[src/rtl/fetch_stage_if.sv]
// rtl/fetch_stage_if.sv - instruction-memory read bus between fetch stage and imem
interface fetch_stage_if;
   logic [7:0]  imem_addr;
   logic [31:0] imem_instr;

   modport master (output imem_addr, input imem_instr);
   modport slave  (input imem_addr, output imem_instr);
endinterface

[src/rtl/fetch_stage.sv]
// rtl/fetch_stage.sv - RISC-V fetch stage: PC, imem address, IF/ID register (optional FETCH_MISALIGN_TRAP_EN)
module fetch_stage #(
   parameter logic [7:0]  RESET_PC  = 8'h00,
   parameter logic [31:0] NOP_INSTR = 32'h00000013
) (
   input  logic             clk,
   input  logic             rst,
   input  logic             stall,
   input  logic             redirect_valid,
   input  logic [7:0]       redirect_pc,
   fetch_stage_if.master    imem,
   output logic             if_id_valid,
   output logic [31:0]      if_id_instr,
   output logic [7:0]       if_id_pc,
   output logic [7:0]       if_id_pc_plus4,
   output logic [15:0]      fetch_count,
   output logic             misalign_err
);

   logic [7:0]  pc_q, pc_d;
   logic        valid_q, valid_d;
   logic [31:0] instr_q, instr_d;
   logic [7:0]  ifpc_q, ifpc_d;
   logic [7:0]  ifpc4_q, ifpc4_d;
   logic [15:0] count_q, count_d;

   // next-state selection: redirect beats stall beats normal advance
   always_comb begin
      pc_d    = pc_q;
      valid_d = valid_q;
      instr_d = instr_q;
      ifpc_d  = ifpc_q;
      ifpc4_d = ifpc4_q;
      count_d = count_q;
      if (redirect_valid) begin
         // low bits dropped so pc stays word-aligned; fetched slot becomes a bubble
         pc_d    = {redirect_pc[7:2], 2'b00};
         valid_d = 1'b0;
         instr_d = NOP_INSTR;
      end else if (!stall) begin
         pc_d    = pc_q + 8'd4;
         valid_d = 1'b1;
         instr_d = imem.imem_instr;
         ifpc_d  = pc_q;
         ifpc4_d = pc_q + 8'd4;
         count_d = (count_q == 16'hFFFF) ? count_q : count_q + 16'd1;
      end
   end

   // PC and IF/ID pipeline register
   always_ff @(posedge clk or posedge rst) begin
      if (rst) begin
         pc_q    <= RESET_PC;
         valid_q <= 1'b0;
         instr_q <= NOP_INSTR;
         ifpc_q  <= 8'h00;
         ifpc4_q <= 8'h04;
         count_q <= 16'h0000;
      end else begin
         pc_q    <= pc_d;
         valid_q <= valid_d;
         instr_q <= instr_d;
         ifpc_q  <= ifpc_d;
         ifpc4_q <= ifpc4_d;
         count_q <= count_d;
      end
   end

`ifdef FETCH_MISALIGN_TRAP_EN
   logic misalign_q, misalign_d;

   // sticky until reset once a redirect target has nonzero low bits
   always_comb begin
      misalign_d = misalign_q;
      if (redirect_valid && (redirect_pc[1:0] != 2'b00))
         misalign_d = 1'b1;
   end

   // misaligned-redirect flag
   always_ff @(posedge clk or posedge rst) begin
      if (rst) misalign_q <= 1'b0;
      else     misalign_q <= misalign_d;
   end

   assign misalign_err = misalign_q;
`else
   logic unused_redirect_low;
   assign unused_redirect_low = ^redirect_pc[1:0];
   assign misalign_err = 1'b0;
`endif

   assign imem.imem_addr  = pc_q;
   assign if_id_valid     = valid_q;
   assign if_id_instr     = instr_q;
   assign if_id_pc        = ifpc_q;
   assign if_id_pc_plus4  = ifpc4_q;
   assign fetch_count     = count_q;

endmodule

[src/flat_wrapper.sv]
// flat-port wrapper written by rule: the top's interface ports become plain ports
module fetch_stage_flat 
#(
   parameter logic [7:0]  RESET_PC  = 8'h00,
   parameter logic [31:0] NOP_INSTR = 32'h00000013
)
  (clk, rst, stall, redirect_valid, redirect_pc, if_id_valid, if_id_instr, if_id_pc, if_id_pc_plus4, fetch_count, misalign_err, imem_imem_addr, imem_imem_instr);
  fetch_stage_if imem_i ();
  input  logic clk;
  input  logic rst;
  input  logic stall;
  input  logic redirect_valid;
  input  logic [7:0] redirect_pc;
  output logic if_id_valid;
  output logic [31:0] if_id_instr;
  output logic [7:0] if_id_pc;
  output logic [7:0] if_id_pc_plus4;
  output logic [15:0] fetch_count;
  output logic misalign_err;
  output wire logic [$bits(imem_i.imem_addr)-1:0] imem_imem_addr;
  input wire logic [$bits(imem_i.imem_instr)-1:0] imem_imem_instr;
  assign imem_imem_addr = imem_i.imem_addr;
  assign imem_i.imem_instr = imem_imem_instr;
  fetch_stage #(.RESET_PC(RESET_PC), .NOP_INSTR(NOP_INSTR)) u_core (.clk(clk), .rst(rst), .stall(stall), .redirect_valid(redirect_valid), .redirect_pc(redirect_pc), .imem(imem_i), .if_id_valid(if_id_valid), .if_id_instr(if_id_instr), .if_id_pc(if_id_pc), .if_id_pc_plus4(if_id_pc_plus4), .fetch_count(fetch_count), .misalign_err(misalign_err));
endmodule
[config.mk]
export PLATFORM = sky130hd
export DESIGN_NAME = fetch_stage_flat
export DESIGN_NICKNAME = d
export VERILOG_FILES = /design/src/rtl/fetch_stage_if.sv /design/src/rtl/fetch_stage.sv /design/src/flat_wrapper.sv
export SDC_FILE = /design/constraint.sdc
export NUM_CORES = 1
export LEC_CHECK = 0
export CORE_MARGIN = 2
export CORE_UTILIZATION = 60
export DETAILED_ROUTE_END_ITERATION = 10
export DONT_BUFFER_PORTS = 1
export PLACE_DENSITY_LB_ADDON = 0.05
export RECOVER_POWER = 50
export SLEW_MARGIN = 10
export SYNTH_ARGS = -nofsm -noshare
export SYNTH_HDL_FRONTEND = slang
export SYNTH_SLANG_ARGS = --single-unit
[constraint.sdc]
create_clock -name clk -period 6.85 [get_ports clk]
set_clock_uncertainty 0.05 [all_clocks]
set_input_delay 1.37 -clock clk [delete_from_list [all_inputs] [get_ports clk]]
set_output_delay 1.37 -clock clk [all_outputs]
set_load 0.005 [all_outputs]
After elaboration in Yosys (flattened, before gate mapping)
Cells that the tools add are included.
Cells by class
  equality and inequality tests: 2
  bitwise logic cells: 3
  mux-type cells: 6
  reduce and logical (&&, ||, !) cells: 2
  add/subtract/negate cells: 2
Operators by type and width (number)
  $mux 32: 2
  $add 16x1->16 const B: 1
  $eq 16x16->1 const B: 1
  $mux 8: 2
  $add 8x3->8 const B: 1
  $not 1->1: 3
  $reduce_and 3->1: 1
  $mux 1: 2
  $ne 2x1->1 const B: 1
  $reduce_and 2->1: 1
Word-level totals
  flip-flop bits (word level): 73
  output and inout port bits: 74
  input port bits: 44
  word-level logic and storage cells: 21

Logic depth before layout (Yosys ltp)
  depth after elaboration: 3
  mapped depth: 5

Worst setup path after synthesis
Ideal clock, no wire load.
  path type: input port to flip-flop
  start: in stall
  end: reg u_core.count_q[15] (netlist: u_core.fetch_count[15])
  path slack: 4243 ps
  stages: 5
  buffers on the path: 1
  data arrival time: 2433 ps
  path through: buf_2 > nor2_2 > nand4_1 > nor2_1 > mux2_2
Between the ends
  cells in the longest elaborated chain, start to end: 2
RTL lines
  start: declaration: line flat_wrapper.sv:11  | input logic stall;
  $not 1->1 (no source line)
  $reduce_and 3->1 (no source line)
  end signal: assignment: line fetch_stage.sv:65  | count_q <= count_d;
  end: declaration: line fetch_stage.sv:25  | logic [15:0] count_q, count_d;
Every way passes these cells.
A chain may end at the register's enable or synchronous reset.

Worst setup path in the final report
Ends and elaborated chain as after synthesis.

==> results.toml <==
[run_status]
outcome = "finished clean"

[yosys]
synthArstFlopShare_pct = 100
ys_ff_latch = 67
yosys-top-cells-area = "dfrtp_1, mux2i_1, nor2_1"
synth_top_area_share_pct = 53.4
netlist_instances = 258
synth_common_cells = "dfrtp_1, nor2_1, mux2i_1"
synth.most_common_cell = "dfrtp_1"
synth_edf_count = 0
yosysSeqAreaShare_pct = 57.0
yosys_warnings = 0
synth_top_flop_cell = "dfrtp_1"
syn-cell-area_um2 = 2950
synth.distinct_cells = 31
syn_avg_cell_area_um2 = 11.4
synth.largest_area_cell = "dfrtp_1"

[placed_design]
dp_hpwl_um = 3440
place_inst = 314
port_buffers = 0
gp_congestion = 0.883

[power_and_ir_drop]
p_per_area_nw_per_um2 = 291
p_leak_uw = 0.00153
p_sw_share_pct = 26.3
clkPwrFrac_pct = 36.3
ir_worst_vdd_mv = 0.151
seq_power_share_pct = 54.2
p_int_uw = 680
combPwrFrac_pct = 9.5
p_switching_uw = 243

[critical_path]
cp_slowest_cell = "nor2_2"
r2r_start = "u_core.fetch_count[0]$_DFFE_PP0P_"
end_kind = "register"
required_ps = 7020
path_depth = 4
max_stage_delay_ps = 600
critical_path_class = "in -> reg"
critPathBufInv = 0
cp-startpoint = "stall"
worst_r2r_path_depth = 4
crit_family = "simple AND/OR/NAND/NOR gates"
crit_arrival_ps = 2730
cp_max_fo = 45
worstSetupStartpointType = "input pin"
cp_cell_sequence = "nor2_2, nand4_1, nor2_1, mux2_2"

[global_routing]
track_usage_pct = 20.0
grt_pass1_wl_um = 8200
grt_pass1_vias = 1816
antenna_found_initial = 0
overflow = 0
grt_max_degree = 68
grtUsageMet1_pct = 25.8
met2_usage_pct = 29.5
grtUsageMet3_pct = 7.05
grt-busiest-layer = "met2"

[die]
chipWidth_um = 74.1
die-area_um2 = 5490
std_cell_rows = 25
die_h_um = 74.1
initial_core_util_pct = 62.5
coreArea_um2 = 4720
ios = 118

[clocking]
clock_path_buffers = 2
clk_root_buffer_cell = "clkbuf_8"
cts_tree = "done"
cts_setup_buffers = 0
insertion_delay_ps = 340
clk_pin_slew_ps = 70
cts_hold_buffers = 0
cts_buffers = 9
htreeDepth = 3
clock-sinks = 67
cts.repair.resized = 0

[timing]
tns_ps = 0
rsz0062_at_grt = "no"
hold_ws_ps = 471
final_max_slew_viol_count = 0
hold_viol = 0
fmax_mhz = 391
slew_headroom_pct = 46.5
tightestPinTransition_ps = 803
period_needed_ps = 2560
fin_crit_sh_pct = 37.3
setup_violations = 0

[worst_hold_path]
hold_depth = 2
hp-class = "reg -> reg"
min_from = "u_core.if_id_pc_plus4[2]$_DFFE_PP1P_"

[detailed_routing]
routed_wl_um = 5080
ant_nets = 0
drt-vias-per-instance = 5.46
drt_iter0_drc = 154
vias = 1802
dr.pass1.iters = 4
drc_errors = 0
wl_per_cell_um = 15.4

[job]
cap_violations = 0

[layout]
final_nets = 304
syn_to_final_growth_pct = 7.63
instances_no_fill = 330
drive_above_1_share_pct = 12.5
antenna_cells = 0
## flip-flops by register name (all words and copies together), names as in the netlist
| signal | flops |
|---|---|
| u_core.if_id_instr | 32 |
| u_core.fetch_count | 16 |
| u_core.if_id_pc | 6 |
| u_core.if_id_pc_plus4 | 6 |
| u_core.imem.imem_addr | 6 |
| u_core.if_id_valid | 1 |
## cell usage in the layout (no fill, tap or decap), drive strengths merged, types with 2 or more instances in the layout
cell type	synthesis	layout
nor2b	4	4
clkbuf	3	11
inv	3	3
and4	2	2
nand2	13	13
ha	2	2
conb	1	7
xor2	14	14
nor3	5	5
o21ai	7	7
o31ai	3	3
mux2i	30	30
a211o	3	3
clkinvlp	0	3
dfrtp	63	63
nand3	6	6
xnor2	7	7
nand4	7	7
dfstp	4	4
nor2	48	48
a21oi	5	5
mux2	9	9
## final timing paths
kind                            slack [ps]                              endpoint
worst max-delay path                  4290    u_core.fetch_count[15]$_DFFE_PP0P_
worst min-delay path                   470  u_core.if_id_pc_plus4[2]$_DFFE_PP1P_
worst max register to register        4850     u_core.fetch_count[1]$_DFFE_PP0P_
worst min register to register         470  u_core.if_id_pc_plus4[2]$_DFFE_PP1P_
max in group asynchronous             5110     u_core.fetch_count[7]$_DFFE_PP0P_
min in group asynchronous             1110    u_core.if_id_instr[23]$_DFFE_PP0N_
## power by group through the flow
| stage | clock (µW) | sequential (µW) | combinational, µW |
|---|---|---|---|
| 2_1_floorplan | 0 | 493 | 89.6 |
| 3_3_place_gp | 0 | 507 | 87.1 |
| 3_5_place_dp | 0 | 508 | 89.7 |
| 4_1_cts | 344 | 501 | 89.8 |
| 5_1_grt | 360 | 509 | 102 |
| 6_report | 336 | 500 | 87.4 |
## stage by stage
stage | area [µm²] | setup WS (ps) | util (%) | power (µW)
after floorplan | 2970 | 3750 | - | 583
after global placement | 2960 | 3930 | 62.7 | 594
after detailed placement | 2960 | 3910 | 62.7 | 598
after CTS | 3180 | 4270 | 67.2 | 934
after global routing | 3180 | 4130 | 67.2 | 972
final | 3180 | 4290 | 67.2 | 923
## worst min-delay path: stages (launching register included)
cell and delay [ps]:
dfstp_2 380, o21ai_0 70, o31ai_1 70
## kinds of logic (layout without fill, tap and decap cells)
family,Yosys count,after routing,synth area share (%)
AO/OA/AOI/OAI,20,20,4.92
XOR/XNOR,21,21,6.23
adder cells (fa/ha/maj),2,2,0.848
buffers and inverters,21,20,3.82
flip-flops,67,67,57.0
multiplexers,39,39,13.7
other,1,7,0.127
AND/OR/NAND/NOR,87,87,13.3
## routing by layer
layer,vias to the layer above,part of all wire [%]
met5,-,0
met1,855,44
met3,12,8.1
met2,75,46
met4,0,2.5
li1,860,-
## layout make-up
type | count | area, µm²
flip-flops and latches | 67 | 1680
clock buffers | 11 | 151
well taps | 67 | 83.8
multi-input cells | 176 | 1180
clock inverters | 5 | 61.3
inverters | 3 | 11.3
repair buffers | 1 | 7.51
fillers | 366 | 1550
Power figures use the tool's default switching activity.
